===== src/rtl/seq_prime_pkg.sv =====
// Shared constants for the sequential prime detector.
// State encodings and per-divisor latency helper.
package seq_prime_pkg;

   typedef logic [2:0] state_t;

   localparam state_t ST_IDLE  = 3'd0;
   localparam state_t ST_CHECK = 3'd1;
   localparam state_t ST_DIV   = 3'd2;
   localparam state_t ST_TEST  = 3'd3;
   localparam state_t ST_DONE  = 3'd4;

   // launch + WIDTH remainder steps + test
   function automatic int div_latency(input int w);
      return w + 2;
   endfunction

endpackage


===== src/rtl/seq_prime_detector_mod.sv =====
// Serial restoring remainder, one dividend bit per cycle.
// rem_valid pulses WIDTH cycles after start; rem holds until next start.
module mod_unit #(
   parameter int WIDTH = 16
) (
   input  logic             clk,
   input  logic             rst_n,
   input  logic             start,
   input  logic [WIDTH-1:0] dividend,
   input  logic [WIDTH-1:0] divisor,
   output logic [WIDTH-1:0] rem,
   output logic             rem_valid
);

   localparam int CW = $clog2(WIDTH + 1);

   logic [WIDTH-1:0] q;
   logic [CW-1:0]    cnt;
   logic [WIDTH-1:0] r_in;
   logic             b_in;
   logic [WIDTH:0]   shifted;
   logic [WIDTH:0]   diff;
   logic [WIDTH-1:0] r_next;

   // first step is folded into the start cycle
   always_comb begin
      r_in    = start ? '0 : rem;
      b_in    = start ? dividend[WIDTH-1] : q[WIDTH-1];
      shifted = {r_in, b_in};
      diff    = shifted - {1'b0, divisor};
      r_next  = diff[WIDTH] ? shifted[WIDTH-1:0] : diff[WIDTH-1:0];
   end

   always_ff @(posedge clk or negedge rst_n) begin
      if (!rst_n) begin
         rem       <= '0;
         q         <= '0;
         cnt       <= '0;
         rem_valid <= 1'b0;
      end else if (start) begin
         rem       <= r_next;
         q         <= {dividend[WIDTH-2:0], 1'b0};
         cnt       <= CW'(WIDTH - 1);
         rem_valid <= 1'b0;
      end else if (cnt != '0) begin
         rem       <= r_next;
         q         <= {q[WIDTH-2:0], 1'b0};
         cnt       <= cnt - CW'(1);
         rem_valid <= (cnt == CW'(1));
      end else begin
         rem_valid <= 1'b0;
      end
   end

endmodule


===== src/rtl/seq_prime_detector.sv =====
// Sequential prime detector: trial division by 2 and odd d up to sqrt(n).
// Reports primality and smallest prime factor on a start/done handshake.
module seq_prime_detector
   import seq_prime_pkg::*;
#(
   parameter int WIDTH = 16
) (
   input  logic             clk,
   input  logic             rst_n,
   input  logic             start,
   input  logic [WIDTH-1:0] n,
   output logic             busy,
   output logic             done,
   output logic             is_prime,
   output logic [WIDTH-1:0] factor
);

   state_t             state;
   logic [WIDTH-1:0]   n_r;
   logic [WIDTH-1:0]   d;
   logic [WIDTH-1:0]   d_next;
   logic [2*WIDTH-1:0] sq;
   logic               div_wait;
   logic               mod_start;
   logic [WIDTH-1:0]   rem;
   logic               rem_valid;

   assign busy      = (state != ST_IDLE);
   assign done      = (state == ST_DONE);
   assign mod_start = (state == ST_DIV) && !div_wait;
   assign d_next    = d + WIDTH'(2);
   // double-width square so the bound test never wraps
   assign sq = {{WIDTH{1'b0}}, d_next} * {{WIDTH{1'b0}}, d_next};

   mod_unit #(.WIDTH(WIDTH)) u_mod (
      .clk       (clk),
      .rst_n     (rst_n),
      .start     (mod_start),
      .dividend  (n_r),
      .divisor   (d),
      .rem       (rem),
      .rem_valid (rem_valid)
   );

   always_ff @(posedge clk or negedge rst_n) begin
      if (!rst_n) begin
         state    <= ST_IDLE;
         n_r      <= '0;
         d        <= '0;
         div_wait <= 1'b0;
         is_prime <= 1'b0;
         factor   <= '0;
      end else begin
         case (state)
            ST_IDLE: if (start) begin
               n_r      <= n;
               is_prime <= 1'b0;
               factor   <= '0;
               state    <= ST_CHECK;
            end
            ST_CHECK: begin
               if (n_r < WIDTH'(2)) begin
                  state <= ST_DONE;
               end else if (n_r == WIDTH'(2) || n_r == WIDTH'(3)) begin
                  is_prime <= 1'b1;
                  state    <= ST_DONE;
               end else if (!n_r[0]) begin
                  factor <= WIDTH'(2);
                  state  <= ST_DONE;
               end else if (n_r == WIDTH'(5) || n_r == WIDTH'(7)) begin
                  is_prime <= 1'b1;
                  state    <= ST_DONE;
               end else begin
                  d     <= WIDTH'(3);
                  state <= ST_DIV;
               end
            end
            ST_DIV: begin
               div_wait <= !rem_valid;
               if (rem_valid) state <= ST_TEST;
            end
            ST_TEST: begin
               if (rem == '0) begin
                  factor <= d;
                  state  <= ST_DONE;
               end else if (sq > {{WIDTH{1'b0}}, n_r}) begin
                  is_prime <= 1'b1;
                  state    <= ST_DONE;
               end else begin
                  d     <= d_next;
                  state <= ST_DIV;
               end
            end
            ST_DONE: state <= ST_IDLE;
            default: state <= ST_IDLE;
         endcase
      end
   end

endmodule


===== config.mk =====
export PLATFORM = sky130hd
export DESIGN_NAME = seq_prime_detector
export DESIGN_NICKNAME = d
export VERILOG_FILES = /design/src/rtl/seq_prime_pkg.sv /design/src/rtl/seq_prime_detector_mod.sv /design/src/rtl/seq_prime_detector.sv
export SDC_FILE = /design/constraint.sdc
export NUM_CORES = 1
export LEC_CHECK = 0
export CAP_MARGIN = 15
export CORE_MARGIN = 2
export CORE_UTILIZATION = 29
export CTS_CLUSTER_SIZE = 24
export DETAILED_ROUTE_END_ITERATION = 16
export PLACE_DENSITY = 0.52
export SYNTH_ARGS = -nofsm -noshare
export SYNTH_HDL_FRONTEND = slang
export SYNTH_SLANG_ARGS = --single-unit

===== constraint.sdc =====
create_clock -name clk -period 24.9 [get_ports clk]
set_input_delay 2.49 -clock clk [delete_from_list [all_inputs] [get_ports clk]]
set_output_delay 2.49 -clock clk [all_outputs]
set_load 0.01 [all_outputs]

---- Word level (Yosys, flattened, before mapping) ----
Index checks and enable logic that the tools add are counted.
word-level totals
  register bits after elaboration ......... 91
  latch bits .............................. 0
  memory bits (writable) .................. 0
  bits in read-only memories .............. 0
  bits of input ports ..................... 19
  logic and storage cells ................. 96
  memories ................................ 0
operators by class
  $add $sub $neg .......................... 3
  multiply operators ...................... 1
  divide/modulo/power cells ............... 0
  magnitude comparators ................... 2
  eq/ne operators ......................... 22
  shift operators ......................... 0
  muxes and demuxes ....................... 41
  bitwise gates (word level) .............. 0
  reduce and logical (&&, ||, !) cells .... 17
operators with widths
  kind                                                 count
  two-way mux 16 bit                                   17
  case mux 16 bit (3 select lines)                     1
  == test 16 x 2 -> 1 bit, second input constant       2
  == test 16 x 3 -> 1 bit, second input constant       2
  > comparator 32 x 16 -> 1 bit                        1
  multiplier 16 x 16 -> 32 bit                         1
  case mux 16 bit (2 select lines)                     1
  two-way mux 3 bit                                    8
  != test 2 bit, second input constant                 10
  subtractor 17 x 16 -> 17 bit                         1
  adder 16 x 2 -> 16 bit, second input constant        1
  logical NOT 16 bit                                   1
  < comparator 16 x 2 -> 1 bit, second input constant  1
  AND reduction 7 bit                                  2
  case mux 3 bit (4 select lines)                      1
  two-way mux 1 bit                                    10
  two-way mux 5 bit                                    2
  == test 3 x 2 -> 1 bit, second input constant        2
  != test 3 bit, second input constant                 2
  AND reduction 6 bit                                  1
  nonzero test 3 bit                                   2
  == test 5 x 1 -> 1 bit, second input constant        1
  nonzero test 5 bit                                   1
  subtractor 5 x 1 -> 5 bit, second input constant     1
  other kinds (10)                                     14

---- Depth between registers and ports, before layout ----
Gate-level depths: netlist of the first run.
  depth in word-level cells ............... 7
  mapped depth ............................ 39
  depth with buffers taken out ............ 36

---- Modules after synthesis ----
Synthesis of the first run repeated with hierarchy kept, for this count alone.
unflattened totals
  cells, all modules ...................... 1501
  area, all modules ....................... 13113.8 µm²
by module, submodules not included
  module              times used  cells each  area an instance (µm²)  sequential area each (µm²)
  seq_prime_detector  1           1191        10371.2                 1326.3
  mod_unit            1           310         2742.6                  925.9

---- Worst setup path after synthesis of the first run ----
OpenSTA, ideal clock, no wires.
  path type ............................... register -> register
  from .................................... register d[1]
  to ...................................... register d[11]
  setup time .............................. 0.129 ns
  data arrival time ....................... 8.745 ns
  setup slack ............................. 16.026 ns
  stages on the path, launching flop included .. 36
  buffers on the path ..................... 1
  clock period less this slack ............ 8.874 ns
  cells stage by stage .................... dfrtp_1 > ha_1 > nand3_1 > nor3_1 > nand3_1 > xnor2_1 > nand2_1 > fa_1 > fa_1 > inv_1 > fa_1 > inv_1 > fa_1 > inv_1 > fa_1 > inv_1 > fa_1 > inv_1 > ha_1 > nand4_1 > nor4_1 > nor3_1 > o21bai_1 > a21oi_1 > xnor2_1 > ha_1 > a21o_1 > a21oi_1 > o211ai_1 > a21oi_1 > nand4_1 > or4_1 > or4_1 > buf_2 > o211ai_1 > o31ai_1
between the ends
  word-level cells in the longest chain between the ends .. 5
  elaborated cells on any way between the ends .. 8
ends and longest elaborated chain
  item                                  line                      text
  from (decl)                           seq_prime_detector.sv:20  logic [WIDTH-1:0] d;
  from (signal assigned)                seq_prime_detector.sv:90  d <= d_next;
  adder 16 x 2 -> 16 bit (*)            seq_prime_detector.sv:31  assign d_next = d + WIDTH'(2);
  multiplier 16 x 16 -> 32 bit          seq_prime_detector.sv:33  assign sq = {{WIDTH{1'b0}}, d_next} * {{WIDTH{1'b0}}, d_next};
  > comparator 32 x 16 -> 1 bit         seq_prime_detector.sv:86  end else if (sq > {{WIDTH{1'b0}}, n_r}) begin
  != test 2 bit (no source line)        -
  AND reduction 7 bit (no source line)  -
Every way passes the cells marked *; elsewhere a longest branch is shown, timed or not. The select of a mux whose other input is x is not followed.
A chain may end at the register's enable or synchronous reset.

---- Worst setup path in the final report of the first run ----
  from .................................... register d[1]
  to ...................................... register d[1]
Same word-level chain as after synthesis.

==> run_results.csv, run 1 <==
group,metric,value,unit
detailed_routing,drc_errors,0,
die,die-width,214,microns
detailed_routing,ant_nets,0,
detailed_routing,via_count,10300,
die,dieArea,46000,sq um
yosys,yosys-mux-area-fraction,0.0123,
final_layout,final_layout_size_suffix_gt1_frac,0.0310,
yosys,synth_area_leaders,"fa_1, dfrtp_1, ha_1, inv_1, nand2_1",
critical_path,cp_slowest_cell,"xnor2_1",
yosys,ys_seq_area_frac,0.175,
critical_path,crit_top_cell,"fa_1",
place,placed_area,13900,sq um
place,gp_congestion,0.870,
yosys,synthAdderAreaFrac,0.388,
die,die_height,214,microns
yosys,synth-simple-area-share,0.167,
detailed_routing,first_pass_iters,5,
global_routing,grt.total_usage,0.153,
place,placed_cells,2122,
power_and_ir_drop,p_leak,7.22,nW
final_layout,stdcell_count,2138,
yosys,synth_compound_area_frac,0.119,
detailed_routing,dr.max_layer_used,"met4",
status,status,"completed",
final_layout,diodes,0,
yosys,syn_nets,1844,
sta,rsz0062_at_grt,"false",
sta,report.final.slew_viol_count,0,
die,ioPinCount,38,
clock_tree,ctsHoldBuffers,0,
sta,fin_hold_ws,0.478,ns
clock_tree,cts_max_level,3,
detailed_routing,avgRoutedWirePerCell,16.0,microns
yosys,syn_inst,1527,
critical_path,r2r_cells,34,
clock_tree,clk_pin_slew,0.07,ns
global_routing,grt_pass1_wl,57.0,mm
yosys,synth_area,12800,sq um
sta,hold_violations,0,
die,core-area,43900,sq um
global_routing,grt_max_degree,59,
worst_hold_path,hold_depth,2,
clock_tree,cts_sinks,90,
final_layout,stdcell_area,14100,sq um
yosys,avgSynthCellArea,8.41,sq um
clock_tree,clockBufferDepth,2,
critical_path,crit_path_end_kind,"register",
sta,tightest_slew,1.21,ns
detailed_routing,wl_met3,1.46,mm
sta,fin_skew,0.00743,ns
power_and_ir_drop,powerDensity,68.4,nW/um^2
sta,setup_viol,0,
global_routing,antenna_found_initial,0,
detailed_routing,viasPerCell,4.81,
clock_tree,cts_setup_buffers,0,
detailed_routing,wl_met1,15.7,mm
sta,period_share,0.439,
critical_path,crit_fanout,15,
power_and_ir_drop,power,0.968,mW
yosys,synth_top_area_cell,"fa_1",
global_routing,grt-ovfl-total,0,
die,row_count,77,
power_and_ir_drop,ir_drop,0.0441,mV
sta,period_minus_slack,10.94,ns
final_layout,n_fill_cell,4720,
critical_path,crit_type,"reg -> reg",
critical_path,worstPathArrival,11.17,ns
clock_tree,cts_resized,0,
detailed_routing,drt_iter0_markers,758,
clock_tree,clk_latency,0.35,ns
yosys,synth_xor_area_frac,0.0314,
yosys,synth-warning-count,0,
die,start_util,0.292,
clock_tree,tritoncts,"built",
clock_tree,cts_buffers,9,
final_layout,area_delta_synth_final,10.1,%
job,drv_cap,0,
critical_path,worstSetupStartpointType,"register",
yosys,synth_top_area_frac,0.260,
sta,clock.fmax,0.0914,GHz
global_routing,grt_pass1_vias,10700,
yosys,ys_seq_elements,90,
sta,slew_headroom,0.188,
worst_hold_path,hp-class,"reg -> reg",
place,dp_hpwl,28.2,mm
detailed_routing,routed_wl,34.1,mm
sta,setup_tns,0,ns
final_layout,nets,1858,
yosys,synth-edff-count,0,
yosys,yosysUniqueCellTypes,66,
critical_path,crit_required,25.14,ns
critical_path,cpPeakStageDelay,0.95,ns
clock_tree,cts_root_buffer,"clkbuf_16",
yosys,async_flop_share,1.00,
detailed_routing,met2_length,16.6,mm
yosys,synth_top_family_by_area,"adder cells",
place,port_buffers,37,
yosys,ys.flop_type,"dfrtp_1",
layout by cell type, fill, tap and decap left out, types with 13 or more instances in the layout:
cell type,n
a21o_1,20
a21oi_1,47
a31oi_1,17
and3_1,13
buf_4,14
clkdlybuf4s50_1,36
dfrtp_1,90
fa_1,167
ha_1,131
inv_1,307
nand2_1,210
nand2b_1,14
nand3_1,25
nor2_1,118
nor3_1,24
o21ai_0,68
o22ai_1,13
or3_1,16
xnor2_1,35
kinds of logic after synthesis:
family | after synthesis
AO/OA/AOI/OAI | 241
flip-flops | 90
XOR/XNOR | 46
AND/OR/NAND/NOR | 476
multiplexers | 15
adder cells (fa/ha/maj) | 298
buffers and inverters | 361
cells in the mapped netlist (11+ instances only):
cell type,count
nor2_1,119
clkbuf_1,38
nand4_1,11
xnor2_1,35
nand2_1,210
xor2_1,11
or3_1,16
o21ai_0,68
fa_1,167
nand2b_1,14
o221ai_1,12
inv_1,307
a21o_1,20
a21oi_1,47
nor3_1,24
a31oi_1,17
nand3_1,25
ha_1,131
and3_1,13
o22ai_1,13
dfrtp_1,90
o211ai_1,12
layout make-up:
cell class                      count  area, sq um  share of cell area
Tap cell                          592          741              0.0524
Inverter                          314         1180              0.0833
Clock inverter                      7         52.6             0.00372
Multi-Input combinational cell   1076         9230               0.652
Clock buffer                        9          225              0.0159
Sequential cell                    90         2250               0.159
Timing Repair Buffer               50          465              0.0329
worst max-delay path, delay by kind of cell, from the launching register on:
kind                       cells  cell delay (ns)
and+or+nand+nor               14             3.97
xor gates and xnor gates       2             1.10
AOI/OAI and AO/OA              3             0.45
adders and majority gates      9             4.04
muxes                          1             0.38
DFF                            1             0.63
buffers and inverters          5             0.24
worst paths after layout:
kind / startpoint / to / slack (ns)
worst max-delay path: d[1] / d[1] / 13.96
worst min-delay path: factor[2] / factor[2] / 0.48
worst max register to register: d[1] / d[1] / 13.96
worst min register to register: factor[2] / factor[2] / 0.48
max in group asynchronous: rst_n / factor[10] / 21.67
min in group asynchronous: rst_n / n_r[3] / 2.08
sequential cells by signal, summed over array words and instances, names as in the netlist:
signal	flops
d	16
factor	16
n_r	16
u_mod.rem	16
u_mod.q	15
u_mod.cnt	5
state	3
div_wait	1
is_prime	1
u_mod.rem_valid	1
report_power, final:
part / leakage, nW / internal (mW) / switching, mW
combinational: 5.93 / 0.232 / 0.354
clock: 0.136 / 0.0685 / 0.0638
sequential: 1.15 / 0.201 / 0.0481
layer usage:
metal	up-vias	GRT usage
met5	-	0
met4	0	0.0340
met3	20	0.0160
met2	209	0.260
met1	5118	0.211
li1	4941	-
stage by stage:
| stage | worst slack [ns] | util |
|---|---|---|
| 2_1_floorplan | 16.03 | - |
| 3_3_place_gp | 14.48 | 0.316 |
| 3_5_place_dp | 14.02 | 0.316 |
| 4_1_cts | 13.97 | 0.322 |
| 5_1_grt | 13.17 | 0.322 |
| 6_report | 13.96 | 0.322 |
(Power assumes the default switching activity.)
==> run 2, diff against run 1 <==
--- a/config.mk
+++ b/config.mk
@@ -10,7 +10,7 @@
 export CORE_UTILIZATION = 29
 export CTS_CLUSTER_SIZE = 24
 export DETAILED_ROUTE_END_ITERATION = 16
-export PLACE_DENSITY = 0.52
+export PLACE_DENSITY = 0.53
 export SYNTH_ARGS = -nofsm -noshare
 export SYNTH_HDL_FRONTEND = slang
 export SYNTH_SLANG_ARGS = --single-unit
==> constraint.sdc (replaced) <==
create_clock -name clk -period 9.5 [get_ports clk]
set_input_delay 0.95 -clock clk [delete_from_list [all_inputs] [get_ports clk]]
set_output_delay 0.95 -clock clk [all_outputs]
set_load 0.01 [all_outputs]
==> run_results.csv, run 2 (same netlist as run 1, synthesis figures left out) <==
group,metric,value,unit
status,status,"completed",
die,core-area,43900,sq um
power_and_ir_drop,p_switching,1.22,mW
global_routing,grt.total_usage,0.150,
clock_tree,clockBufferDepth,2,
critical_path,r2r_cells,35,
critical_path,crit_path_end_kind,"register",
place,placed_area,14000,sq um
critical_path,worstPathArrival,9.31,ns
final_layout,stdcell_area,14400,sq um
clock_tree,cts_root_buffer,"clkbuf_16",
critical_path,cp.depth,35,
final_layout,nets,1882,
die,start_util,0.292,
sta,fin_skew,0.00547,ns
critical_path,cpPeakStageDelay,0.57,ns
power_and_ir_drop,p_sw_frac,0.475,
power_and_ir_drop,p_clk_frac,0.133,
final_layout,stdcell_count,2162,
critical_path,worstSetupStartpointType,"register",
die,die-width,214,microns
critical_path,crit_top_cell,"fa_1",
detailed_routing,drc_errors,0,
critical_path,crit_family,"adder cells",
clock_tree,tritoncts,"built",
final_layout,final_cell_mix,"inv_1, nand2_1, fa_1",
clock_tree,cts_buffers,9,
detailed_routing,drt_iter0_markers,705,
sta,hold_violations,0,
clock_tree,cts_max_level,3,
detailed_routing,wl_met3,1.23,mm
place,port_buffers,37,
power_and_ir_drop,power,2.56,mW
detailed_routing,ant_nets,0,
critical_path,r2r_slack,0.42,ns
final_layout,final_common_cell,"inv_1",
die,ioPinCount,38,
global_routing,antenna_found_initial,0,
place,placed_cells,2141,
global_routing,grt-ovfl-total,0,
final_layout,multi_input_area,9290,sq um
critical_path,crit_fanout,9,
final_layout,area_delta_synth_final,12.0,%
power_and_ir_drop,internal-power,1.35,mW
sta,period_share,0.955,
place,dp_slack,-0.0602,ns
detailed_routing,wl_met1,15.4,mm
clock_tree,ctsHoldBuffers,0,
critical_path,crit_required,9.73,ns
detailed_routing,met2_length,16.3,mm
die,die_height,214,microns
clock_tree,cts_sinks,90,
detailed_routing,first_pass_iters,5,
power_and_ir_drop,seqPwrFrac,0.252,
final_layout,fin_util,0.328,
global_routing,grt_pass1_vias,10700,
power_and_ir_drop,powerDensity,178,nW/um^2
clock_tree,clk_latency,0.35,ns
power_and_ir_drop,p_leak,7.35,nW
critical_path,r2r_start,"d[2]",
worst_hold_path,hp-class,"reg -> reg",
critical_path,cp_slowest_cell,"or4_4",
global_routing,grt_pass1_wl,56.0,mm
sta,period_minus_slack,9.08,ns
clock_tree,clk_pin_slew,0.07,ns
critical_path,startpoint,"d[2]",
job,drv_cap,0,
detailed_routing,dr.max_layer_used,"met4",
detailed_routing,viasPerCell,4.81,
detailed_routing,avgRoutedWirePerCell,15.4,microns
critical_path,r2r_end,"d[1]",
sta,fin_hold_ws,0.477,ns
sta,tightest_slew,1.04,ns
die,row_count,77,
detailed_routing,via_count,10400,
critical_path,crit_buf_inv,6,
sta,slew_headroom,0.305,
sta,fin_ws,0.425,ns
power_and_ir_drop,ir_drop,0.152,mV
detailed_routing,routed_wl,33.3,mm
final_layout,diodes,0,
final_layout,n_fill_cell,4662,
sta,report.final.slew_viol_count,0,
final_layout,layout.area.seq,2250,sq um
sta,setup_viol,0,
global_routing,grt_max_degree,59,
critical_path,crit_type,"reg -> reg",
sta,clock.fmax,0.110,GHz
place,dp_hpwl,28.1,mm
critical_path,critical_path.endpoint,"d[1]",
final_layout,final_layout_size_suffix_gt1_frac,0.0535,
sta,setup_tns,0,ns
place,gp_congestion,0.870,
die,dieArea,46000,sq um
power_and_ir_drop,combPwrFrac,0.615,
## run 2: cell count changes in the layout (fill, tap and decap cells not counted), moves of 2 or more
cell,change
buf_4,+23
nor3_1,-2
nor3_2,+2
or4_1,-2
or4_4,+2
xnor2_1,-2
xnor2_2,+2
## run 2: area by class of cell
type                       count  area share
inverter                     314      0.0819
sequential                    90       0.157
multi-input combinational   1076       0.645
tap                          592      0.0515
clock buffer                   9      0.0156
clock inverter                 7     0.00365
timing repair buffer          74      0.0454
## run 2: routing by layer
| metal | track usage | vias to the layer above |
|---|---|---|
| met5 | 0 | - |
| met4 | 0.0306 | 0 |
| met3 | 0.0138 | 26 |
| met2 | 0.256 | 195 |
| met1 | 0.206 | 5180 |
| li1 | - | 5001 |
## run 2: how the worst min path moves through the flow
stage                 end  cells past startpoint  slack, ns             from
2_1_floorplan    div_wait                      1       0.44  u_mod.rem_valid
3_5_place_dp    factor[5]                      2       0.47        factor[5]
5_1_grt         factor[6]                      2       0.51        factor[6]
6_report        factor[5]                      2       0.48        factor[5]
4_1_cts         factor[5]                      2       0.49        factor[5]
3_3_place_gp   factor[15]                      2       0.46       factor[15]
## run 2: timing repair
action | in CTS | in global routing
setup endpoints to repair | 15 | 18
endpoints found under the hold margin | 0 | 0
pin swaps | 0 | 4
gates cloned | 0 | 0
buffers inserted | 0 | 4
resized for setup | 2 | 12
## run 2: power by group through the flow
stage / clock (mW) / sequential [mW] / combinational, mW
after CTS: 0.350 / 0.644 / 1.58
after detailed placement: 0 / 0.648 / 1.57
final: 0.341 / 0.644 / 1.58
after floorplan: 0 / 0.611 / 1.16
after global placement: 0 / 0.647 / 1.54
after global routing: 0.369 / 0.665 / 1.79
## run 2: worst min-delay path: stages, from the launching register on
cell and delay (ns):
dfrtp_1 0.34, nand2_1 0.05, o21ai_0 0.06
==> run 3, diff against run 2 <==
--- a/config.mk
+++ b/config.mk
@@ -5,12 +5,13 @@
 export SDC_FILE = /design/constraint.sdc
 export NUM_CORES = 1
 export LEC_CHECK = 0
+export ABC_AREA = 1
 export CAP_MARGIN = 15
 export CORE_MARGIN = 2
-export CORE_UTILIZATION = 29
+export CORE_UTILIZATION = 55
 export CTS_CLUSTER_SIZE = 24
 export DETAILED_ROUTE_END_ITERATION = 16
-export PLACE_DENSITY = 0.53
+export PLACE_DENSITY = 0.83
 export SYNTH_ARGS = -nofsm -noshare
 export SYNTH_HDL_FRONTEND = slang
 export SYNTH_SLANG_ARGS = --single-unit
==> run_results.csv, run 3 <==
group,metric,value,unit
yosys,synth_area_leaders,"fa_1, dfrtp_1, ha_1, inv_1, nand2_1",
critical_path,cp.depth,45,
global_routing,grt.total_usage,0.266,
critical_path,cp_slowest_cell,"fa_1",
detailed_routing,first_pass_iters,8,
critical_path,cpPeakStageDelay,0.55,ns
clock_tree,cts_root_buffer,"clkbuf_16",
critical_path,crit_type,"reg -> reg",
yosys,avgSynthCellArea,7.39,sq um
yosys,ys.flop_type,"dfrtp_1",
final_layout,n_fill_cell,2091,
die,start_util,0.565,
critical_path,crit_fanout,16,
final_layout,stdcell_count,2154,
yosys,ys_seq_elements,90,
final_layout,nets,2147,
die,dieArea,25500,sq um
status,status,"completed",
power_and_ir_drop,ir_drop,0.210,mV
die,core-area,23600,sq um
global_routing,antenna_found_initial,0,
critical_path,startpoint,"d[1]",
critical_path,r2r_start,"d[1]",
yosys,synth_top_area_frac,0.251,
critical_path,crit_top_cell,"nand2_1",
sta,slew_headroom,0.279,
job,drv_cap,0,
detailed_routing,drc_errors,0,
sta,hold_violations,0,
final_layout,fin_util,0.607,
place,gp_congestion,1.00,
global_routing,grt_pass1_wl,55.6,mm
global_routing,grt-ovfl-total,0,
sta,fin_hold_ws,0.467,ns
clock_tree,cts_max_level,3,
clock_tree,cts_buffers,9,
critical_path,critical_path.endpoint,"d[3]",
power_and_ir_drop,powerDensity,169,nW/um^2
final_layout,area_delta_synth_final,7.50,%
yosys,synth-warning-count,0,
sta,setup_tns,0,ns
power_and_ir_drop,p_leak,8.13,nW
sta,report.final.slew_viol_count,0,
critical_path,worstSetupStartpointType,"register",
place,port_buffers,37,
sta,rsz0062_at_grt,"false",
sta,period_minus_slack,8.72,ns
critical_path,worstPathArrival,8.96,ns
sta,setup_viol,0,
critical_path,crit_family,"adder cells",
global_routing,grt_max_degree,55,
sta,fin_skew,0.0124,ns
detailed_routing,routed_wl,32.6,mm
clock_tree,clk_pin_slew,0.07,ns
die,row_count,56,
place,placed_cells,2138,
final_layout,final_layout_size_suffix_gt1_frac,0.0240,
sta,period_share,0.918,
place,dp_hpwl,27.2,mm
final_layout,layout.area.seq,2250,sq um
sta,clock.fmax,0.115,GHz
yosys,synth-edff-count,0,
power_and_ir_drop,power,2.42,mW
critical_path,r2r_slack,0.78,ns
critical_path,r2r_cells,45,
final_layout,final_cell_mix,"inv_1, nand2_1, nor2_1",
yosys,synth_area,13300,sq um
die,die-width,160,microns
global_routing,grt_pass1_vias,11500,
clock_tree,clk_latency,0.35,ns
clock_tree,cts_sinks,90,
final_layout,multi_input_area,9300,sq um
clock_tree,clockBufferDepth,2,
detailed_routing,ant_nets,0,
yosys,synth_common_cells,"inv_1, nand2_1, nor2_1",
yosys,synth_top_area_cell,"fa_1",
critical_path,crit_required,9.74,ns
yosys,yosysUniqueCellTypes,42,
clock_tree,cts_setup_buffers,0,
clock_tree,tritoncts,"built",
die,die_height,160,microns
final_layout,diodes,0,
yosys,ys_seq_area_frac,0.169,
yosys,syn_inst,1806,
sta,tightest_slew,1.08,ns
detailed_routing,drt_iter0_markers,842,
yosys,async_flop_share,1.00,
critical_path,crit_path_end_kind,"register",
detailed_routing,viasPerCell,5.33,
detailed_routing,avgRoutedWirePerCell,15.1,microns
critical_path,crit_buf_inv,9,
final_layout,final_common_cell,"inv_1",
detailed_routing,via_count,11500,
critical_path,r2r_end,"d[3]",
die,ioPinCount,38,
yosys,syn_nets,2123,
worst_hold_path,hp-class,"reg -> reg",
yosys,yosysMostFrequentCell,"inv_1",
[run 3: cell count changes after synthesis, sizes merged, moves of 14 or more]
cell	delta
nand3	+45
nand2	+219
nor2	+72
a21oi	+15
xor2	+19
o21ai	-23
xnor2	-29
a21o	-17
nand2b	-14
and3	-14
inv	+131
or3	-16
[run 3: worst register-to-register path: cells and delay by family, from the launching register on]
kind / cells / cell delay, ns
adders and majority gates: 9 / 3.98
and+or+nand+nor: 26 / 3.47
buffers and inverters: 9 / 0.56
DFF: 1 / 0.45
xor gates and xnor gates: 1 / 0.15
[run 3: layout make-up]
type / instances / area share
clock buffer: 10 / 0.0160
clock inverter: 6 / 0.00410
inverter: 441 / 0.115
multi-input combinational: 1240 / 0.648
sequential: 90 / 0.157
tap: 319 / 0.0278
timing repair buffer: 48 / 0.0314
[run 3: worst min path at each step]
stage / startpoint / endpoint / slack (ns) / cells past startpoint
after detailed placement: state[0] / state[0] / 0.46 / 1
after CTS: state[0] / state[0] / 0.47 / 1
after global placement: state[0] / state[0] / 0.45 / 1
final: state[0] / state[0] / 0.47 / 1
after global routing: state[0] / state[0] / 0.48 / 1
after floorplan: state[0] / state[0] / 0.43 / 1
[run 3: cells by family after synthesis]
| family | Yosys count | share of synthesized area |
|---|---|---|
| fa+ha+maj | 298 | 0.373 |
| buf+inv | 476 | 0.135 |
| xor+xnor | 36 | 0.0236 |
| flops | 90 | 0.169 |
| simple gates | 742 | 0.228 |
| compound gates | 164 | 0.0713 |
[run 3: layer usage]
layer	part of all wire	track usage	vias to the layer above
li1	-	-	5523
met1	0.42	0.355	5456
met2	0.48	0.454	440
met3	0.067	0.0397	69
met4	0.025	0.0711	0
met5	0	0	-
[run 3: stage by stage]
stage / worst slack [ns] / cell area, sq um
2_1_floorplan: 1.72 / 13300
3_3_place_gp: 1.07 / 14000
3_5_place_dp: 0.793 / 14000
4_1_cts: 0.765 / 14300
5_1_grt: 0.206 / 14300
6_report: 0.778 / 14300
[run 3: timing repair]
item | in CTS | in global routing
endpoints found under the setup margin | 0 | 2
gates resized for setup | 0 | 1
hold buffers | 0 | 0
[run 3: report_power, final]
part / total, mW / switching (mW) / internal, mW
Sequential: 0.596 / 0.0734 / 0.523
Clock: 0.347 / 0.164 / 0.183
Combinational: 1.48 / 0.983 / 0.499
